## config.mk

```make
export PLATFORM = sky130hd
export DESIGN_NAME = tetris_display_ctrl
export DESIGN_NICKNAME = d
export VERILOG_FILES = /design/src/rtl/tetris_display_ctrl.sv
export SDC_FILE = /design/constraint.sdc
export NUM_CORES = 1
export LEC_CHECK = 0
export ABC_AREA = 1
export CORE_ASPECT_RATIO = 0.5
export CORE_MARGIN = 3
export CORE_UTILIZATION = 44
export DETAILED_ROUTE_END_ITERATION = 10
export PLACE_DENSITY_LB_ADDON = 0.05
export SLEW_MARGIN = 40
export SYNTH_ARGS = -nofsm -noshare
export SYNTH_HDL_FRONTEND = slang
export SYNTH_SLANG_ARGS = --single-unit
```

## constraint.sdc

```tcl
create_clock -name i_pixclk -period 3.8 [get_ports i_pixclk]
set_input_delay 0.76 -clock i_pixclk [delete_from_list [all_inputs] [get_ports i_pixclk]]
set_output_delay 0.76 -clock i_pixclk [all_outputs]
set_load 0.02 [all_outputs]
```

## src/rtl/tetris_display_ctrl.sv

```systemverilog
// ============================================================================
// tetris_display_ctrl
// ----------------------------------------------------------------------------
// Game-state sequencer and layer compositor for the Tetris video path.
//
// Holds the game state (IDLE/PLAY/PAUSE/OVER). Control requests are latched
// into pending flags and only acted on at a frame boundary (x,y)=(0,0), so
// the state never changes in the middle of a frame. Three overlay layers
// (frame outline, board, next-block box) are gated by the state and merged
// by priority into one registered RGB/dav stream.
//
// Optional feature macro: PAUSE_DIM_EN
//   defined   : in PAUSE the board layer stays visible at half intensity
//   undefined : in PAUSE the board layer is hidden
//
// Parameters:
//   H_ACTIVE      active pixels per line (x >= H_ACTIVE is blank)
//   V_ACTIVE      active lines per frame (y >= V_ACTIVE is blank)
//   BLINK_FRAMES  frames per blink half-period in OVER (1..255)
//
// Ports:
//   i_pixclk                 pixel clock, all logic on rising edge
//   i_reset                  synchronous active-high reset
//   i_cnt_x, i_cnt_y  [11:0] current pixel column / row
//   i_start                  start/restart request (level, per cycle)
//   i_pause                  pause-toggle request (level, per cycle)
//   i_game_over              game-over request
//   i_frm_r/g/b, i_frm_dav   frame-outline layer (lowest priority)
//   i_brd_r/g/b, i_brd_dav   board layer
//   i_nxt_r/g/b, i_nxt_dav   next-block layer (highest priority)
//   o_game_state      [1:0]  0=IDLE 1=PLAY 2=PAUSE 3=OVER
//   o_frame_start            pulse one cycle after (0,0) is sampled
//   o_r, o_g, o_b     [7:0]  composited colour
//   o_dav                    composited pixel valid
// ============================================================================
module tetris_display_ctrl #(
    parameter int H_ACTIVE     = 1024,
    parameter int V_ACTIVE     = 768,
    parameter int BLINK_FRAMES = 30
) (
    input  logic        i_pixclk,
    input  logic        i_reset,
    input  logic [11:0] i_cnt_x,
    input  logic [11:0] i_cnt_y,
    input  logic        i_start,
    input  logic        i_pause,
    input  logic        i_game_over,
    input  logic [7:0]  i_frm_r,
    input  logic [7:0]  i_frm_g,
    input  logic [7:0]  i_frm_b,
    input  logic        i_frm_dav,
    input  logic [7:0]  i_brd_r,
    input  logic [7:0]  i_brd_g,
    input  logic [7:0]  i_brd_b,
    input  logic        i_brd_dav,
    input  logic [7:0]  i_nxt_r,
    input  logic [7:0]  i_nxt_g,
    input  logic [7:0]  i_nxt_b,
    input  logic        i_nxt_dav,
    output logic [1:0]  o_game_state,
    output logic        o_frame_start,
    output logic [7:0]  o_r,
    output logic [7:0]  o_g,
    output logic [7:0]  o_b,
    output logic        o_dav
);

    typedef enum logic [1:0] {
        ST_IDLE  = 2'd0,
        ST_PLAY  = 2'd1,
        ST_PAUSE = 2'd2,
        ST_OVER  = 2'd3
    } state_t;

    localparam logic [11:0] H_LIM      = 12'(H_ACTIVE);
    localparam logic [11:0] V_LIM      = 12'(V_ACTIVE);
    localparam logic [7:0]  BLINK_LAST = 8'(BLINK_FRAMES - 1);

    // ------------------------------------------------------------------
    // Registers
    // ------------------------------------------------------------------
    state_t      state_q, state_d;
    logic        start_p_q, start_p_d;
    logic        pause_p_q, pause_p_d;
    logic        over_p_q, over_p_d;
    logic [7:0]  blink_cnt_q, blink_cnt_d;
    logic        phase_q, phase_d;
    logic        frame_start_q;
    logic [23:0] rgb_q, rgb_d;
    logic        dav_q, dav_d;

    logic        fs;
    logic        active;
    logic [2:0]  layer_en;
    logic [2:0]  layer_dav;
    logic [2:0]  layer_hit;
    logic [23:0] layer_rgb [3];
    logic [23:0] brd_rgb;

    assign fs     = (i_cnt_x == 12'd0) && (i_cnt_y == 12'd0);
    assign active = (i_cnt_x < H_LIM) && (i_cnt_y < V_LIM);

    // ------------------------------------------------------------------
    // State register (also pending flags, blink, output pipeline)
    // ------------------------------------------------------------------
    always_ff @(posedge i_pixclk) begin
        if (i_reset) begin
            state_q       <= ST_IDLE;
            start_p_q     <= 1'b0;
            pause_p_q     <= 1'b0;
            over_p_q      <= 1'b0;
            blink_cnt_q   <= 8'd0;
            phase_q       <= 1'b1;
            frame_start_q <= 1'b0;
            rgb_q         <= 24'd0;
            dav_q         <= 1'b0;
        end else begin
            state_q       <= state_d;
            start_p_q     <= start_p_d;
            pause_p_q     <= pause_p_d;
            over_p_q      <= over_p_d;
            blink_cnt_q   <= blink_cnt_d;
            phase_q       <= phase_d;
            frame_start_q <= fs;
            rgb_q         <= rgb_d;
            dav_q         <= dav_d;
        end
    end

    // ------------------------------------------------------------------
    // Next-state logic
    // ------------------------------------------------------------------
    always_comb begin
        state_d = state_q;
        if (fs) begin
            case (state_q)
                ST_IDLE:  if (start_p_q) state_d = ST_PLAY;
                ST_PLAY: begin
                    if (over_p_q)       state_d = ST_OVER;
                    else if (pause_p_q) state_d = ST_PAUSE;
                end
                ST_PAUSE: begin
                    if (over_p_q)       state_d = ST_OVER;
                    else if (pause_p_q) state_d = ST_PLAY;
                end
                ST_OVER:  if (start_p_q) state_d = ST_IDLE;
                default:  state_d = ST_IDLE;
            endcase
        end

        // At FS the flags are consumed; the FS cycle's own request is the
        // only thing carried into the new frame.
        start_p_d = fs ? i_start     : (start_p_q | i_start);
        pause_p_d = fs ? i_pause     : (pause_p_q | i_pause);
        over_p_d  = fs ? i_game_over : (over_p_q  | i_game_over);

        // Blink: idle at (0, visible) unless we stay in OVER across an FS.
        blink_cnt_d = blink_cnt_q;
        phase_d     = phase_q;
        if (state_d != ST_OVER || state_q != ST_OVER) begin
            blink_cnt_d = 8'd0;
            phase_d     = 1'b1;
        end else if (fs) begin
            if (blink_cnt_q == BLINK_LAST) begin
                blink_cnt_d = 8'd0;
                phase_d     = ~phase_q;
            end else begin
                blink_cnt_d = blink_cnt_q + 8'd1;
            end
        end
    end

    // ------------------------------------------------------------------
    // Output logic: layer enables follow the *next* state so the FS pixel
    // already uses the state that becomes visible on that edge.
    // Bit index = layer number (0 frame, 1 board, 2 next).
    // ------------------------------------------------------------------
    always_comb begin
        layer_en = 3'b000;
        brd_rgb  = {i_brd_r, i_brd_g, i_brd_b};
        case (state_d)
            ST_IDLE:  layer_en = 3'b001;
            ST_PLAY:  layer_en = 3'b111;
            ST_PAUSE: begin
`ifdef PAUSE_DIM_EN
                layer_en = 3'b111;
                brd_rgb  = {1'b0, i_brd_r[7:1], 1'b0, i_brd_g[7:1], 1'b0, i_brd_b[7:1]};
`else
                layer_en = 3'b101;
`endif
            end
            ST_OVER:  layer_en = {1'b1, phase_d, 1'b1};
            default:  layer_en = 3'b000;
        endcase
    end

    assign layer_rgb[0] = {i_frm_r, i_frm_g, i_frm_b};
    assign layer_rgb[1] = brd_rgb;
    assign layer_rgb[2] = {i_nxt_r, i_nxt_g, i_nxt_b};
    assign layer_dav    = {i_nxt_dav, i_brd_dav, i_frm_dav};

    generate
        for (genvar gi = 0; gi < 3; gi++) begin : g_hit
            assign layer_hit[gi] = layer_en[gi] & layer_dav[gi];
        end
    endgenerate

    // Priority merge: next > board > frame; blank or no winner gives black.
    always_comb begin
        rgb_d = 24'd0;
        dav_d = 1'b0;
        if (active) begin
            if (layer_hit[2]) begin
                rgb_d = layer_rgb[2];
                dav_d = 1'b1;
            end else if (layer_hit[1]) begin
                rgb_d = layer_rgb[1];
                dav_d = 1'b1;
            end else if (layer_hit[0]) begin
                rgb_d = layer_rgb[0];
                dav_d = 1'b1;
            end
        end
    end

    assign o_game_state  = state_q;
    assign o_frame_start = frame_start_q;
    assign o_r           = rgb_q[23:16];
    assign o_g           = rgb_q[15:8];
    assign o_b           = rgb_q[7:0];
    assign o_dav         = dav_q;

endmodule

```

==> run_results.csv <==
group,metric,value,unit
clocking,cts_tree,"built",
logic_synthesis,synthFlopType,"dfxtp_1",
timing,fmax,354,MHz
worst_setup_path,crit_chain,"clkdlybuf4s50_1, nor2_1, nand2_1, nor2_1, nand3_2, nand2_2, nand2_4, nor2_8, nand2_4, nand2_1, nand3_1, nand2_1, inv_1",
worst_setup_path,cp_max_fo,25,
clocking,hold_buffers,0,
die,die_w,115,um
logic_synthesis,ys_top_cells_by_count,"nand2_1, inv_1, nand3_1, dfxtp_1, nor2_1",
die,die_area,6960,um^2
layout,drive_above_1_share,0.0568,
worst_setup_path,reg2reg_slack,1.74,ns
outcome,outcome,"completed",
logic_synthesis,synth_cell_type_count,30,
logic_synthesis,synth_top_area_cell,"dfxtp_1",
clocking,root_buffer,"clkbuf_16",
logic_synthesis,seq_area_frac_synth,0.306,
worst_setup_path,cp-start-kind,"input port",
timing,final-setup-viol-count,0,
logic_synthesis,ys_warn_count,0,
timing,fin_tns_setup,0,ns
clocking,cts_sinks,40,
layout,antenna_cells,0,
clocking,htree_levels,2,
power,p_leak,2.03,nW
clocking,worstSkewPairLatency,0.28,ns
worst_setup_path,worst-path-stages,13,
clocking,clk_pin_slew,0.06,ns
power,peakVddDrop,0.166,mV
logic_synthesis,synth.most_common_cell,"nand2_1",
logic_synthesis,syn_nets,531,
timing,clock_skew,0.00527,ns
worst_setup_path,ff2ff_path_depth,14,
clocking,cts_resized,0,
worst_setup_path,timing.setup.critical_path_class,"input port to flop",
placed_design,portBuffers,131,
die,coreArea,5610,um^2
placed_design,dp_hpwl,5.53,mm
grt,grt_overflow,0,
placed_design,place_congestion,0.851,
logic_synthesis,syn_area,2620,um^2
detailed_routing,drt_iter0_markers,191,
detailed_routing,ant_nets,0,
grt,antenna_found_initial,0,
logic_synthesis,yosys-top-cells-area,"dfxtp_1, nand2_1, nand3_1",
timing,hold_slack,0.492,ns
worst_hold_path,min_from,"start_p_q$_SDFF_PP0_",
clocking,cts_setup_buffers,0,
timing,slew-limit-headroom,0.504,
worst_setup_path,critPathRequiredTime,3.99,ns
timing,tightest_slew,0.741,ns
logic_synthesis,synth_edf_count,0,
detailed_routing,first_pass_iters,4,
flow_run,maxCapViolations,0,
logic_synthesis,avgSynthCellArea,6.16,um^2
timing,report.final.slew_viol_count,0,
worst_setup_path,r2r-start,"blink_cnt_q[0]$_SDFFE_PP0N_",
worst_setup_path,cp_slowest_cell,"clkdlybuf4s50_1",
layout,area_growth,56.0,%
layout,layout.nets,651,
logic_synthesis,syn_inst,425,
layout,final_core_util,0.727,
worst_setup_path,critPathTopFamily,"simple AND/OR/NAND/NOR gates",
timing,fin_crit,2.83,ns
grt,grt_pass1_vias,2590,
die,pin_count,132,
worst_hold_path,min_path_type,"flop to flop",
logic_synthesis,synth_seq_cells,40,
timing,timing.final.crit_share,0.744,
detailed_routing,wirelength,7.32,mm
layout,nFillCells,495,
timing,hold_viol_final,0,
worst_hold_path,holdPathEnd,"start_p_q$_SDFF_PP0_",
worst_setup_path,path_common_cell,"nand2_1",
detailed_routing,routedWlPerCell,11.8,um
logic_synthesis,async_flop_share,0,
power,powerDensity,263,nW/um^2
timing,rsz0062_at_grt,"false",
die,start_util,0.466,
clocking,cts_buffer_depth,2,
clocking,tritoncts.num_buffers,5,
worst_setup_path,path_buf_inv,2,
logic_synthesis,synth_top_area_frac,0.306,
grt,track_usage,0.215,
worst_setup_path,slowest_delay,0.40,ns
detailed_routing,detail_route.vias_per_cell,4.53,
worst_setup_path,r2r_end,"rgb_q[4]$_SDFF_PP0_",
grt,grt_max_degree,26,
die,rows,19,
worst_hold_path,min_path_cells,2,
detailed_routing,routed-via-count,2804,
worst_setup_path,arrival,3.01,ns
die,die_h,60.5,um
detailed_routing,drc,0,
worst_setup_path,critPathCaptureType,"flop",
grt,grt_pass1_wl,11.8,mm
placed cells by master, fill, tap and decap left out, types with 3 or more instances in the layout:
cell and n:
clkdlybuf4s50_1 130, nand2_1 128, inv_1 69, nand3_1 54, dfxtp_1 40, nor2_1 31
nand3b_1 24, clkinv_1 20, a21oi_1 7, nand2_4 5, clkbuf_16 5, nor2_2 3
nor3_1 3
how the worst max path moves through the flow:
| stage | startpoint | endpoint | slack (ns) |
|---|---|---|---|
| after detailed placement | i_cnt_x[9] | rgb_q[4]$_SDFF_PP0_ | 0.66 |
| final | i_cnt_x[9] | rgb_q[4]$_SDFF_PP0_ | 0.97 |
| after global routing | i_cnt_y[5] | rgb_q[3]$_SDFF_PP0_ | 0.73 |
| after floorplan | i_cnt_y[3] | o_dav$_SDFF_PP0_ | 1.77 |
| after CTS | i_cnt_x[9] | rgb_q[4]$_SDFF_PP0_ | 0.95 |
| after global placement | i_cnt_x[9] | rgb_q[4]$_SDFF_PP0_ | 0.70 |
final cells by class:
cell class | instances | area, um^2 | share of cell area
Inverter | 91 | 342 | 0.0837
Multi-Input combinational cell | 274 | 1350 | 0.332
Tap cell | 73 | 91.3 | 0.0224
Sequential cell | 40 | 801 | 0.196
Timing Repair Buffer | 133 | 1320 | 0.324
Clock inverter | 3 | 47.5 | 0.0116
Clock buffer | 5 | 125 | 0.0307
registers in the layout, indices dropped and copies added, names as in the netlist:
| register | count |
|---|---|
| phase_q | 1 |
| blink_cnt_q | 8 |
| pause_p_q | 1 |
| rgb_q | 24 |
| o_frame_start | 1 |
| o_dav | 1 |
| over_p_q | 1 |
| start_p_q | 1 |
| o_game_state | 2 |
routing by layer:
layer	global-route usage	wire length (um)	up-vias
li1	-	-	1506
met1	0.263	3170	1218
met2	0.386	3610	76
met3	0.0598	489	4
met4	0.0518	46	0
met5	0	0	-
stage by stage:
step           setup slack, ns  cells  total power [mW]  area [um^2]
6_report                 0.974    619              1.07         4080
3_5_place_dp             0.663    611             0.598         3910
3_3_place_gp             0.699    611             0.598         3910
2_1_floorplan             1.77    425             0.482         2620
5_1_grt                  0.728    619              1.11         4080
4_1_cts                  0.955    619              1.08         4090
power by group:
| group | switching, mW | leakage (nW) | internal, mW |
|---|---|---|---|
| Clock | 0.174 | 0.0840 | 0.312 |
| Combinational | 0.0507 | 1.63 | 0.114 |
| Sequential | 0.00166 | 0.323 | 0.423 |
| Total | 0.226 | 2.03 | 0.848 |
logic make-up (layout without fill, tap and decap cells):
group                      Yosys count  count (layout)  synth area share
buffers and inverters              111             232             0.178
DFF                                 40              40             0.306
AOI/OAI and AO/OA                   12              12            0.0273
and+or+nand+nor                    257             257             0.469
xor gates and xnor gates             3               3            0.0100
adders and majority gates            2               2           0.00956
worst min-delay path, cell delays in order, from the launching register on:
cell,delay (ns)
dfxtp_1,0.32
a21oi_1,0.06
nor2_1,0.07
Power figures use the tool's default switching activity.
